[src/rtl/raifes_gpio_in_filter.sv]
// Pad input conditioning for the GPIO peripheral: two-flop synchroniser, per-bit
// debounce, registered rise/fall pulses and sticky interrupt-pending flags.
module raifes_gpio_in_filter #(
  parameter int WIDTH           = 8,
  parameter int DEBOUNCE_CYCLES = 4,
  parameter int CNT_WIDTH       = 8
) (
  input  logic             clk,
  input  logic             reset,
  input  logic [WIDTH-1:0] pad_i,
  output logic [WIDTH-1:0] gpio_i,
  output logic [WIDTH-1:0] rise,
  output logic [WIDTH-1:0] fall,
  input  logic [WIDTH-1:0] rise_en,
  input  logic [WIDTH-1:0] fall_en,
  input  logic [WIDTH-1:0] irq_clr,
  output logic [WIDTH-1:0] pending,
  output logic             irq
);

  localparam logic [CNT_WIDTH-1:0] CNT_LAST = CNT_WIDTH'(DEBOUNCE_CYCLES - 32'sd1);
  localparam logic [CNT_WIDTH-1:0] CNT_ONE  = CNT_WIDTH'(1'b1);

  logic [WIDTH-1:0]     sync1_r;
  logic [WIDTH-1:0]     sync2_r;
  logic [WIDTH-1:0]     gpio_r;
  logic [WIDTH-1:0]     rise_r;
  logic [WIDTH-1:0]     fall_r;
  logic [WIDTH-1:0]     pending_r;
  logic [CNT_WIDTH-1:0] cnt_r     [WIDTH];

  logic [CNT_WIDTH-1:0] cnt_nxt_s [WIDTH];
  logic [WIDTH-1:0]     expire_s;
  logic [WIDTH-1:0]     gpio_nxt_s;
  logic [WIDTH-1:0]     rise_nxt_s;
  logic [WIDTH-1:0]     fall_nxt_s;
  logic [WIDTH-1:0]     pend_set_s;
  logic [WIDTH-1:0]     pending_nxt_s;

  // Two-stage synchroniser, nothing between the stages.
  always_ff @(posedge clk) begin
    if (reset) begin
      sync1_r <= '0;
      sync2_r <= '0;
    end else begin
      sync1_r <= pad_i;
      sync2_r <= sync1_r;
    end
  end

  // Per-bit debounce counter next state; any cycle of agreement restarts the count.
  always_comb begin
    expire_s = '0;
    for (int i = 0; i < WIDTH; i++) begin
      cnt_nxt_s[i] = '0;
      if (sync2_r[i] == gpio_r[i]) begin
        cnt_nxt_s[i] = '0;
      end else if (cnt_r[i] == CNT_LAST) begin
        expire_s[i]  = 1'b1;
        cnt_nxt_s[i] = '0;
      end else begin
        cnt_nxt_s[i] = cnt_r[i] + CNT_ONE;
      end
    end
  end

  // Filtered value, edge pulses and pending flags next state.
  always_comb begin
    gpio_nxt_s    = gpio_r ^ expire_s;
    rise_nxt_s    = expire_s & sync2_r;
    fall_nxt_s    = expire_s & ~sync2_r;
    // Set is taken from the pulses currently visible, so it beats a same-cycle clear.
    pend_set_s    = (rise_r & rise_en) | (fall_r & fall_en);
    pending_nxt_s = pend_set_s | (pending_r & ~irq_clr);
  end

  // Debounce counters.
  always_ff @(posedge clk) begin
    for (int i = 0; i < WIDTH; i++) begin
      if (reset) begin
        cnt_r[i] <= '0;
      end else begin
        cnt_r[i] <= cnt_nxt_s[i];
      end
    end
  end

  // Registered filtered value, pulses and pending flags.
  always_ff @(posedge clk) begin
    if (reset) begin
      gpio_r    <= '0;
      rise_r    <= '0;
      fall_r    <= '0;
      pending_r <= '0;
    end else begin
      gpio_r    <= gpio_nxt_s;
      rise_r    <= rise_nxt_s;
      fall_r    <= fall_nxt_s;
      pending_r <= pending_nxt_s;
    end
  end

  assign gpio_i  = gpio_r;
  assign rise    = rise_r;
  assign fall    = fall_r;
  assign pending = pending_r;
  assign irq     = |pending_r;

  raifes_gpio_in_filter_chk #(
    .WIDTH (WIDTH)
  ) u_chk (
    .clk     (clk),
    .reset   (reset),
    .gpio_i  (gpio_r),
    .rise    (rise_r),
    .fall    (fall_r),
    .pending (pending_r),
    .irq     (irq)
  );

endmodule

// Invariants of the filter outputs; no synthesised logic.
module raifes_gpio_in_filter_chk #(
  parameter int WIDTH = 8
) (
  input logic             clk,
  input logic             reset,
  input logic [WIDTH-1:0] gpio_i,
  input logic [WIDTH-1:0] rise,
  input logic [WIDTH-1:0] fall,
  input logic [WIDTH-1:0] pending,
  input logic             irq
);

  a_no_dual_edge: assert property (@(posedge clk) disable iff (reset)
    ((rise & fall) == '0));

  a_rise_shows_one: assert property (@(posedge clk) disable iff (reset)
    ((rise & ~gpio_i) == '0));

  a_fall_shows_zero: assert property (@(posedge clk) disable iff (reset)
    ((fall & gpio_i) == '0));

  a_irq_is_or: assert property (@(posedge clk)
    (irq == (|pending)));

endmodule

[config.mk]
export PLATFORM = sky130hd
export DESIGN_NAME = raifes_gpio_in_filter
export DESIGN_NICKNAME = d
export VERILOG_FILES = /design/src/rtl/raifes_gpio_in_filter.sv
export SDC_FILE = /design/constraint.sdc
export NUM_CORES = 1
export LEC_CHECK = 0
export ABC_AREA = 1
export CORE_ASPECT_RATIO = 0.9
export CORE_MARGIN = 4
export CORE_UTILIZATION = 45
export CTS_CLUSTER_SIZE = 28
export DETAILED_ROUTE_END_ITERATION = 8
export PLACE_DENSITY = 0.65
export SYNTH_ARGS = -nofsm -noshare
export SYNTH_HDL_FRONTEND = slang
export SYNTH_HIERARCHICAL = 1
export SYNTH_SLANG_ARGS = --single-unit
[constraint.sdc]
create_clock -name clk -period 1.55 [get_ports clk]
set_clock_uncertainty 0.05 [all_clocks]
set_input_delay 0.2325 -clock clk [delete_from_list [all_inputs] [get_ports clk]]
set_output_delay 0.2325 -clock clk [all_outputs]
set_load 0.01 [all_outputs]
=== After elaboration in Yosys (flattened, before gate mapping) ===
Memory sizes are Yosys's and may differ from the RTL's.
Cells that the tools add are included.

* Add/sub/neg operators: 8
* Equality and inequality tests: 16
* Muxes and demuxes: 43
* Bitwise logic cells: 18
* Reduce and logical (&&, ||, !) cells: 1

{| class="wikitable"
|+ Operators by type and width
! operator !! number
|-
| $mux 8 || 24
|-
| $add 8x1->8 const B || 8
|-
| $eq 8x2->1 const B || 8
|-
| $and 8x8->8 || 5
|-
| $mux 1 || 19
|-
| $not 8->8 || 2
|-
| $or 8x8->8 || 2
|-
| $eq 1x1->1 || 8
|-
| $or 1x1->1 || 8
|-
| $reduce_or 8->1 || 1
|-
| $xor 8x8->8 || 1
|}

* Register bits: 48
* Memory bits (writable): 64
* Input bits: 34
* Output and inout bits: 33
* Logic and storage cells: 93
* Memories kept: 1

{| class="wikitable"
|+ Memories
! name !! words !! bits a word !! rd ports !! clocked after memory_dff !! wr ports !! line !! RTL
|-
| cnt_r || 8 || 8 || 8 || 0 || 8 || 30 || <nowiki>logic [CNT_WIDTH-1:0] cnt_r [WIDTH];</nowiki>
|}

=== Depth between registers and ports, before layout ===
Gate-level depths: netlist of the first run.

* Depth in word-level cells: 4
* Mapped depth: 8
* Depth with buffers taken out: 8

=== Least setup slack after synthesis of the first run ===
Ideal clock, no wire load.

* Kind: register -> register
* Start point: memory cnt_r[3][0], in the netlist cnt_r[0][24]
* End point: memory cnt_r[3][2], in the netlist cnt_r[0][26]
* Library setup time: 0.121 ns
* Data arrival time: 1.032 ns
* Data required time: 1.379 ns
* Setup slack: 0.347 ns
* Cell stages (with the launch flop): 7
* Buffers on the path: 0
* Period minus slack after synthesis: 1.203 ns
* Path through: dfxtp_1 -> ha_1 -> nand2_1 -> nor2_1 -> nand2_1 -> nand2_1 -> a21oi_1

{| class="wikitable"
|+ RTL lines
! element !! line
|-
| from (decl) || 30
|}

=== Worst setup path in the final report of the first run ===
* Start point: register pending_r[6], in the netlist pending[6]
* End point: output port irq

* Cells in the longest elaborated chain, start to end: 1

{| class="wikitable"
|+ Ends and longest elaborated chain
! element !! line !! RTL
|-
| from (decl) || 29 || <nowiki>logic [WIDTH-1:0] pending_r;</nowiki>
|-
| from (signal assigned) || 99 || <nowiki>pending_r <= pending_nxt_s;</nowiki>
|-
| $reduce_or 8->1 || 107 || <nowiki>assign irq = |pending_r;</nowiki>
|-
| to (decl) || 18 || <nowiki>output logic irq</nowiki>
|}

Every way passes these cells.

==> results.py, run 1 <==
metrics = {
    "clocking": {
        "clock_latency_ns": 0.34,
        "clockRootBuffer": "clkbuf_16",
        "postCtsSetupRepairBufs": 0,
        "path_clk_slew_ns": 0.07,
        "cts_inserted_buffers": 9,
        "h-tree-depth": 3,
        "cts_tree": "yes",
        "clk_path_buf_depth": 2,
        "cts_sinks": 112,
    },
    "finish": {
        "fin_nets": 864,
        "ff_latch_area_mm2": 0.00225,
        "post-route-util_pct": 57.6,
        "final_common_cell": "nand2_1",
        "final_area_mm2": 0.00622,
        "finalNonFillerCells": 959,
        "fillers": 1045,
        "drive_above_1_share_pct": 7.75,
        "areaGrowthSynthToFinish_pct": 25.0,
        "layout_common_cells": "nand2_1, nor2_1, inv_1",
        "multi_input_area_mm2": 0.00224,
        "antenna_cells": 0,
    },
    "die": {
        "fp-row-count": 36,
        "die_w_um": 119,
        "dieArea_mm2": 0.0128,
        "die_h_um": 108,
        "initial_core_util_pct": 46.1,
        "ios": 67,
        "core-area_mm2": 0.0108,
    },
    "timing": {
        "finalCritPeriodShare_pct": 99.5,
        "worst_slew_pin_slew_ns": 0.287,
        "finalMaxSlewViolations": 0,
        "relSlewSlack_pct": 80.8,
        "rsz0062_at_grt": "true",
        "min_period_ns": 1.54,
        "max_freq_mhz": 648,
        "hold_viol": 0,
        "finalSetupViolCount": 0,
        "hold_ws_ns": 0.353,
    },
    "min_path": {
        "min_path_type": "reg2reg",
    },
    "logic_synthesis": {
        "synthFlopType": "dfxtp_1",
        "synthTopCellsByArea": "dfxtp_1, nand2_1, nor2_1",
        "synth_async_sr_flop_share_pct": 0,
        "ys_types": 26,
        "synth-warning-count": 6,
        "synth_top_area_share_pct": 45.0,
        "syn_nets": 779,
        "post_synth.cell_area_avg_um2": 6.76,
        "synth_edf_count": 0,
        "yosysSeqAreaShare_pct": 45.0,
        "netlist_instances": 737,
        "syn_area_mm2": 0.00498,
        "yosys.area.top_type": "dfxtp_1",
        "synth-seq-cells": 112,
    },
    "pwr": {
        "clock_power_share_pct": 43.7,
        "power_per_cell_area_mw_per_mm2": 891,
        "power.internal_w": 0.00447,
        "ir_drop_v": 0.000874,
        "p_sw_w": 0.00108,
        "p_leak_nw": 2.75,
        "power.share.switching_pct": 19.5,
        "combPwrFrac_pct": 3.7,
        "seqPwrFrac_pct": 52.6,
        "power_w": 0.00555,
    },
    "placement": {
        "dpl.hpwl_um": 7980,
        "dpl_cell_area_mm2": 0.00587,
        "routabilityCongestion": 0.885,
        "portBuffers": 66,
        "dp_cells": 944,
    },
    "detailed_routing": {
        "dr.pass1.iters": 5,
        "wl_per_cell_um": 10.6,
        "drtIter0Drc": 200,
        "via_per_inst": 4.69,
        "wl_um": 10100,
        "vias": 4497,
        "ant_nets": 0,
        "drc": 0,
    },
    "global_route": {
        "grt_max_degree": 18,
        "grt_pass1_vias": 4239,
        "antenna_found_initial": 0,
        "grt_first_pass_wirelength_um": 17500,
        "grt_usage_pct": 16.4,
        "overflow": 0,
    },
    "status": {
        "status": "finished, final reports clean",
    },
    "critical_path": {
        "critPathCaptureType": "primary output",
        "worstPathArrival_ns": 1.26,
        "crit_required_ns": 1.27,
        "start_kind": "flip-flop",
        "crit_type": "reg2out",
        "path_max_fanout": 2,
    },
    "job": {
        "max_cap_violations": 0,
    },
}
==> sequential cells by signal, summed over array words and instances, names as in the netlist, named ones only <==
signal / flops
fall: 8
sync2_r: 8
pending: 8
cnt_r: 64
sync1_r: 8
rise: 8
==> synthesized netlist by cell type (2+ instances only) <==
library cell,count
a21oi_1,25
a21oi_2,3
a31oi_1,8
clkbuf_1,2
dfxtp_1,112
ha_1,8
inv_1,120
inv_2,4
nand2_1,213
nand2_2,4
nand2_4,2
nand3_1,46
nand3_4,4
nand4_1,3
nor2_1,142
nor3_1,8
nor4_1,2
o21ai_0,16
or2_2,5
xor2_1,4
==> final cells by class <==
class | count | share of cell area, %
Tap cell | 133 | 2.67
Clock buffer | 10 | 3.84
Inverter | 125 | 7.62
Sequential cell | 112 | 36.1
Timing Repair Buffer | 79 | 12.4
Multi-Input combinational cell | 495 | 36.0
Clock inverter | 5 | 1.31
==> logic make-up after synthesis <==
group / after synthesis / share of synthesized area (%)
flops: 112 / 45.0
simple gates: 431 / 36.2
compound gates: 52 / 5.65
buf+inv: 130 / 10.5
xor+xnor: 4 / 0.703
fa+ha+maj: 8 / 2.01
==> repair_timing <==
item | CTS | global route
hold buffers | 0 | 0
gates resized for setup | 25 | 10
pin swaps | 1 | 1
cloned | 0 | 0
endpoints found under the setup margin | 14 | 12
==> power groups by stage <==
stage | sequential (W) | combinational (W) | clock [W]
CTS | 0.00291 | 0.000211 | 0.00251
global placement | 0.00298 | 0.000207 | 0
global route | 0.00292 | 0.000231 | 0.00262
detailed placement | 0.00298 | 0.000210 | 0
finish | 0.00292 | 0.000208 | 0.00242
floorplan | 0.00298 | 0.000101 | 0
==> through the flow <==
| step | setup WS (ns) | TNS [ns] |
|---|---|---|
| floorplan | 0.347 | 0 |
| global placement | -0.0923 | -0.0938 |
| detailed placement | -0.0637 | -0.154 |
| CTS | -0.0434 | -0.0434 |
| global route | -0.0755 | -0.0755 |
| finish | 0.00796 | 0 |
==> worst max-delay path, stage by stage (launching register included) <==
cell,delay [ns]
dfxtp_2,0.33
nor4_4,0.26
buf_4,0.15
nand2_2,0.05
buf_6,0.13
==> layer usage <==
metal,up-vias,global-route usage [%],share of wire [%]
li1,2407,-,-
met1,1980,19.3,46
met2,93,29.3,48
met3,17,4.10,4.9
met4,0,5.54,1.7
met5,-,0,0
==> final timing paths <==
| path | from | end | slack (ns) | cells after the start |
|---|---|---|---|---|
| setup / recovery | pending[6] | irq | 0.008 | 4 |
| hold / removal | sync1_r[0] | sync2_r[0] | 0.35 | 2 |
| setup reg to reg | cnt_r[1][8] | cnt_r[1][12] | 0.21 | 6 |
| hold reg to reg | sync1_r[0] | sync2_r[0] | 0.35 | 2 |
Note: power is estimated with default switching activity, not from simulation.
==> run 2, diff against run 1 <==
Settings changed: HOLD_SLACK_MARGIN set to 0.08.
==> results of run 2 <==
Final layout, timing and power as in run 1 (identical DEF).
